File: src/rtl/write_back_queue_pkg.sv
// Shared widths, queue entry type and context helper for the writeback queue.
// Packet layout per lane: {order, pa_rd, data}.
package write_back_queue_pkg;

  localparam int LEN_PREG_ADDR = 6;
  localparam int LEN_WORD      = 32;
  localparam int LEN_CONTEXT   = 4;
  localparam int LEN_WRITE_D_R = 1 + LEN_PREG_ADDR + LEN_WORD;

  localparam logic [LEN_CONTEXT-1:0] CONTEXT_ZERO = '0;

  typedef struct packed {
    logic                     valid;
    logic [LEN_PREG_ADDR-1:0] pa_rd;
    logic [LEN_WORD-1:0]      data;
    logic [LEN_CONTEXT-1:0]   ctx;
  } wbq_entry_t;

  function automatic logic ctx_hit(
    input logic [LEN_CONTEXT-1:0] a,
    input logic [LEN_CONTEXT-1:0] b
  );
    return (a & b) != CONTEXT_ZERO;
  endfunction

endpackage

File: src/rtl/write_back_queue_pack.sv
// Packs one register-write lane: order, pa_rd, data -> write_d_r packet.
// Ports: order/pa_rd/data in, write_d_r out (order is the MSB).
module pack_struct_write_d_r
  import write_back_queue_pkg::*;
(
  input  logic                     order,
  input  logic [LEN_PREG_ADDR-1:0] pa_rd,
  input  logic [LEN_WORD-1:0]      data,
  output logic [LEN_WRITE_D_R-1:0] write_d_r
);

  assign write_d_r = {order, pa_rd, data};

endmodule

File: src/rtl/write_back_queue.sv
// Age-ordered writeback queue: collects execute results, squashes by context,
// emits up to WRITE_PARA registered write packets per cycle.
// Ports: clk, rst (async high), src_* in / src_ready out, branch_hazard and
// hazard_context_info in, w_write_d_r packed lanes out, occupancy out.
module write_back_queue
  import write_back_queue_pkg::*;
#(
  parameter int NUM_SRC    = 4,
  parameter int WRITE_PARA = 2,
  parameter int DEPTH      = 8
)(
  input  logic                                clk,
  input  logic                                rst,
  input  logic [NUM_SRC-1:0]                  src_valid,
  input  logic [LEN_PREG_ADDR*NUM_SRC-1:0]    src_pa_rd,
  input  logic [LEN_WORD*NUM_SRC-1:0]         src_data,
  input  logic [LEN_CONTEXT*NUM_SRC-1:0]      src_context,
  output logic                                src_ready,
  input  logic                                branch_hazard,
  input  logic [LEN_CONTEXT-1:0]              hazard_context_info,
  output logic [LEN_WRITE_D_R*WRITE_PARA-1:0] w_write_d_r,
  output logic [$clog2(DEPTH):0]              occupancy
);

  localparam int PW = $clog2(DEPTH);
  localparam int CW = PW + 1;

  typedef logic [PW-1:0] ptr_t;
  typedef logic [CW-1:0] cnt_t;

  wbq_entry_t q_r [DEPTH];
  ptr_t       head_r;
  ptr_t       tail_r;
  cnt_t       count_r;

  // Ready comes from the registered count only, so it never loops
  // back through src_valid.
  assign src_ready = (cnt_t'(DEPTH) - count_r) >= cnt_t'(NUM_SRC);
  assign occupancy = count_r;

  logic [DEPTH-1:0] kill;

  always_comb begin
    kill = '0;
    for (int i = 0; i < DEPTH; i++) begin
      kill[i] = branch_hazard &&
                ctx_hit(q_r[i].ctx, hazard_context_info);
    end
  end

  // Enqueue: surviving sources are compacted onto consecutive tail slots.
  logic [NUM_SRC-1:0] src_keep;
  ptr_t               enq_slot [NUM_SRC];
  cnt_t               enq_cnt;

  always_comb begin
    src_keep = '0;
    enq_cnt  = '0;
    for (int i = 0; i < NUM_SRC; i++) begin
      enq_slot[i] = tail_r + ptr_t'(enq_cnt);
      src_keep[i] = src_ready && src_valid[i] &&
        (src_pa_rd[i*LEN_PREG_ADDR +: LEN_PREG_ADDR] != '0) &&
        !(branch_hazard && ctx_hit(
            src_context[i*LEN_CONTEXT +: LEN_CONTEXT],
            hazard_context_info));
      if (src_keep[i]) enq_cnt = enq_cnt + cnt_t'(1);
    end
  end

  // Head-relative view of the queue for the selection scan.
  logic [DEPTH-1:0]         rot_occ;
  logic [DEPTH-1:0]         rot_live;
  logic [LEN_PREG_ADDR-1:0] rot_pa   [DEPTH];
  logic [LEN_WORD-1:0]      rot_data [DEPTH];

  for (genvar k = 0; k < DEPTH; k++) begin : g_scan
    ptr_t idx;
    assign idx         = head_r + ptr_t'(k);
    assign rot_occ[k]  = cnt_t'(k) < count_r;
    assign rot_live[k] = q_r[idx].valid && !kill[idx];
    assign rot_pa[k]   = q_r[idx].pa_rd;
    assign rot_data[k] = q_r[idx].data;
  end

  logic [WRITE_PARA-1:0]    lane_on;
  logic [LEN_PREG_ADDR-1:0] lane_pa   [WRITE_PARA];
  logic [LEN_WORD-1:0]      lane_data [WRITE_PARA];
  cnt_t                     ret_cnt;
  int                       nsel;
  logic                     scan_stop;
  logic                     dup;

  // Dead head entries retire for free; a repeated destination ends the
  // scan so each register sees at most one write per cycle, in order.
  always_comb begin
    lane_on   = '0;
    ret_cnt   = '0;
    nsel      = 0;
    scan_stop = 1'b0;
    dup       = 1'b0;
    for (int l = 0; l < WRITE_PARA; l++) begin
      lane_pa[l]   = '0;
      lane_data[l] = '0;
    end
    for (int k = 0; k < DEPTH; k++) begin
      if (!scan_stop) begin
        if (!rot_occ[k]) begin
          scan_stop = 1'b1;
        end else if (!rot_live[k]) begin
          ret_cnt = ret_cnt + cnt_t'(1);
        end else if (nsel == WRITE_PARA) begin
          scan_stop = 1'b1;
        end else begin
          dup = 1'b0;
          for (int l = 0; l < WRITE_PARA; l++) begin
            if (lane_on[l] && lane_pa[l] == rot_pa[k]) dup = 1'b1;
          end
          if (dup) begin
            scan_stop = 1'b1;
          end else begin
            for (int l = 0; l < WRITE_PARA; l++) begin
              if (l == nsel) begin
                lane_on[l]   = 1'b1;
                lane_pa[l]   = rot_pa[k];
                lane_data[l] = rot_data[k];
              end
            end
            nsel    = nsel + 1;
            ret_cnt = ret_cnt + cnt_t'(1);
          end
        end
      end
    end
  end

  logic [LEN_WRITE_D_R*WRITE_PARA-1:0] lane_pkt;

  for (genvar l = 0; l < WRITE_PARA; l++) begin : g_lane
    pack_struct_write_d_r u_pack (
      .order     (lane_on[l]),
      .pa_rd     (lane_pa[l]),
      .data      (lane_data[l]),
      .write_d_r (lane_pkt[l*LEN_WRITE_D_R +: LEN_WRITE_D_R])
    );
  end

  always_ff @(posedge clk or posedge rst) begin
    if (rst) begin
      for (int i = 0; i < DEPTH; i++) q_r[i] <= '0;
      head_r      <= '0;
      tail_r      <= '0;
      count_r     <= '0;
      w_write_d_r <= '0;
    end else begin
      for (int i = 0; i < DEPTH; i++) begin
        if (kill[i]) q_r[i].valid <= 1'b0;
      end
      for (int k = 0; k < DEPTH; k++) begin
        if (cnt_t'(k) < ret_cnt) begin
          q_r[head_r + ptr_t'(k)].valid <= 1'b0;
        end
      end
      for (int i = 0; i < NUM_SRC; i++) begin
        if (src_keep[i]) begin
          q_r[enq_slot[i]] <= '{
            valid: 1'b1,
            pa_rd: src_pa_rd[i*LEN_PREG_ADDR +: LEN_PREG_ADDR],
            data:  src_data[i*LEN_WORD +: LEN_WORD],
            ctx:   src_context[i*LEN_CONTEXT +: LEN_CONTEXT]
          };
        end
      end
      head_r      <= head_r + ptr_t'(ret_cnt);
      tail_r      <= tail_r + ptr_t'(enq_cnt);
      count_r     <= count_r + enq_cnt - ret_cnt;
      w_write_d_r <= lane_pkt;
    end
  end

endmodule

File: config.mk
export PLATFORM = sky130hd
export DESIGN_NAME = write_back_queue
export DESIGN_NICKNAME = d
export VERILOG_FILES = /design/src/rtl/write_back_queue_pkg.sv /design/src/rtl/write_back_queue_pack.sv /design/src/rtl/write_back_queue.sv
export SDC_FILE = /design/constraint.sdc
export NUM_CORES = 2
export LEC_CHECK = 0
export CAP_MARGIN = 5
export CORE_MARGIN = 4
export CORE_UTILIZATION = 30
export CTS_CLUSTER_DIAMETER = 30
export CTS_CLUSTER_SIZE = 30
export DETAILED_ROUTE_END_ITERATION = 8
export HOLD_SLACK_MARGIN = 0.05
export SETUP_SLACK_MARGIN = 0.05
export SYNTH_ARGS = -nofsm -noshare
export SYNTH_HDL_FRONTEND = slang
export SYNTH_SLANG_ARGS = --single-unit
File: constraint.sdc
create_clock -name clk -period 15.5 [get_ports clk]
set_input_delay 1.55 -clock clk [delete_from_list [all_inputs] [get_ports clk]]
set_output_delay 1.55 -clock clk [all_outputs]
set_load 0.005 [all_outputs]
==> flow_summary.json <==
{
  "gp_congestion": 1.00,
  "worstMarginPinSlew_ns": 1.34,
  "finalHoldViolCount": 0,
  "fp.dieH_um": 402,
  "hold_start": "q_r[85]",
  "arrival_ns": 15.03,
  "top_layer_used": "met5",
  "async_reset_ff_frac": 1.00,
  "vias": 48100,
  "utilization": 0.356,
  "postCtsHoldBufs": 0,
  "grt_pass1_vias": 44900,
  "ys_ff_latch": 432,
  "wl_um": 231000,
  "worst_setup_path_end_kind": "flop",
  "dp_hpwl_um": 151000,
  "yosysSeqAreaShare": 0.232,
  "synth_flop_cell": "dfrtp_1",
  "grtUsageTotal": 0.274,
  "yosys_warnings": 0,
  "core_area_mm2": 0.154,
  "min_period_ns": 14.43,
  "min_path_type": "flop to flop",
  "final_max_slew_viol_count": 0,
  "fill_cells": 15700,
  "antenna_found_initial": 43,
  "maxCapViolCount": 0,
  "wl_per_cell_um": 30.5,
  "worstSetupStartpoint": "hazard_context_info[0]",
  "path_class": "primary input to flop",
  "met3_wirelength_um": 32400,
  "worstReg2RegStart": "head_r[0]",
  "status": "complete, no violations",
  "ios": 262,
  "skew_ns": 0.0450,
  "dieArea_mm2": 0.162,
  "syn_nets": 5777,
  "cts_tree": "yes",
  "syn_area_mm2": 0.0466,
  "die_w_um": 402,
  "drtIter0Drc": 6465,
  "clkTransAtPathRegs_ns": 0.04,
  "setup_viol": 0,
  "final_common_cell": "nand2_1",
  "cts_root_buf": "clkbuf_16",
  "most-common-layout-cells": "nand2_1, mux2i_1, o21ai_0, a21oi_1, nor2_1",
  "grt_start_max_net_pins": 134,
  "cts_buffers": 130,
  "synthCells": 5546,
  "cts_setup_buffers": 0,
  "gr-total-overflow": 0,
  "std_cell_rows": 144,
  "slew_headroom": 0.0818,
  "synth_edf_count": 0,
  "dr.pass1.iters": 7,
  "initial_core_util": 0.302,
  "max_stage_delay_ns": 0.82,
  "port_buffers": 261,
  "startpoint_type": "primary input",
  "wl_met1_um": 90500,
  "final_antenna_net_count": 0,
  "critPathSlowestCell": "a41oi_2",
  "cts_resized": 0,
  "setup_tns_ns": 0,
  "fin_nets": 5630,
  "htree_levels": 4,
  "cts.sinks": 432,
  "max_freq_mhz": 69.3,
  "clkLatencyLatePin_ns": 0.78,
  "syn-mean-instance-area_um2": 8.40,
  "area_growth_pct": 18.0,
  "hold_slack_ns": 0.731,
  "crit_fanout": 23,
  "met2WireLength_um": 94000,
  "cp_data_required_time_ns": 16.10,
  "viasPerCell": 6.35,
  "drive_above_1_share": 0.151,
  "pre_cts_ws_ns": 0.779,
  "fin_ws_ns": 1.07,
  "drcViolationCount": 0,
  "clk_path_buf_depth": 3,
  "finalCritPeriodShare": 0.931,
  "grt_pass1_wl_um": 328000,
  "synth_cell_types": 115,
  "rsz0062_at_grt": "false"
}
-- routing by layer --
metal | track usage | up-vias
met4 | 0.149 | 24
met5 | 0.00268 | -
li1 | - | 20300
met3 | 0.107 | 778
met2 | 0.385 | 3600
met1 | 0.360 | 23400
-- worst max-delay path, delay by kind of cell --
kind                       cells  cell delay, ns
buffers and inverters          7            1.91
AOI/OAI and AO/OA             16            5.75
and+or+nand+nor               11            2.65
adders and majority gates      5            1.63
xor gates and xnor gates       5            1.12
muxes                          1            0.39
-- layout make-up --
cell class / count / area, um2 / area share
diodes: 28 / 70.1 / 0.00128
clock buffers: 172 / 3640 / 0.0663
clock inverters: 64 / 886 / 0.0161
inverters: 68 / 263 / 0.00478
multi-input cells: 4383 / 33200 / 0.603
flip-flops and latches: 432 / 10800 / 0.197
well taps: 2044 / 2560 / 0.0465
repair buffers: 384 / 3550 / 0.0646
-- sequential cells by signal, summed over array words and instances (netlist names) --
| signal | flops |
|---|---|
| head_r | 3 |
| occupancy | 4 |
| tail_r | 3 |
| q_r | 344 |
| w_write_d_r | 78 |
-- synthesized netlist by cell type (73+ instances only) --
master	instances	area (um2)
clkbuf_1	463	1740
nand3_1	76	380
nor2_1	464	1740
mux4_2	308	6940
xnor2_1	81	709
mux2i_1	618	6190
o21ai_0	545	2730
mux2_2	73	822
nand2_1	731	2740
dfrtp_1	432	10800
a211oi_1	388	2910
buf_1	118	443
a21oi_1	509	2550
o211ai_1	78	586
-- kinds of logic after synthesis --
family / after synthesis / share of synthesized area
adders and majority gates: 52 / 0.0151
muxes: 1010 / 0.303
AOI/OAI and AO/OA: 1749 / 0.232
and+or+nand+nor: 1461 / 0.132
DFF: 432 / 0.232
buffers and inverters: 731 / 0.0639
xor gates and xnor gates: 111 / 0.0217
-- final timing paths --
kind	to	depth (start not counted)	slack [ns]
max in group asynchronous	q_r[134]	5	11.01
min reg2reg	q_r[85]	3	0.73
max	occupancy[3]	45	1.07
min	q_r[85]	3	0.73
min in group asynchronous	q_r[215]	2	1.36
max reg2reg	occupancy[3]	43	1.25
-- through the flow --
step / cells / instance area (um2)
detailed placement: 7311 / 50300
finish: 7575 / 54900
CTS: 7547 / 54900
floorplan: 5546 / 46600
global route: 7558 / 54900
global placement: 7311 / 50300
Power is left out: the tool's default activity adds up to more than one toggle a clock period on the data nets, which glitch-free logic cannot reach.
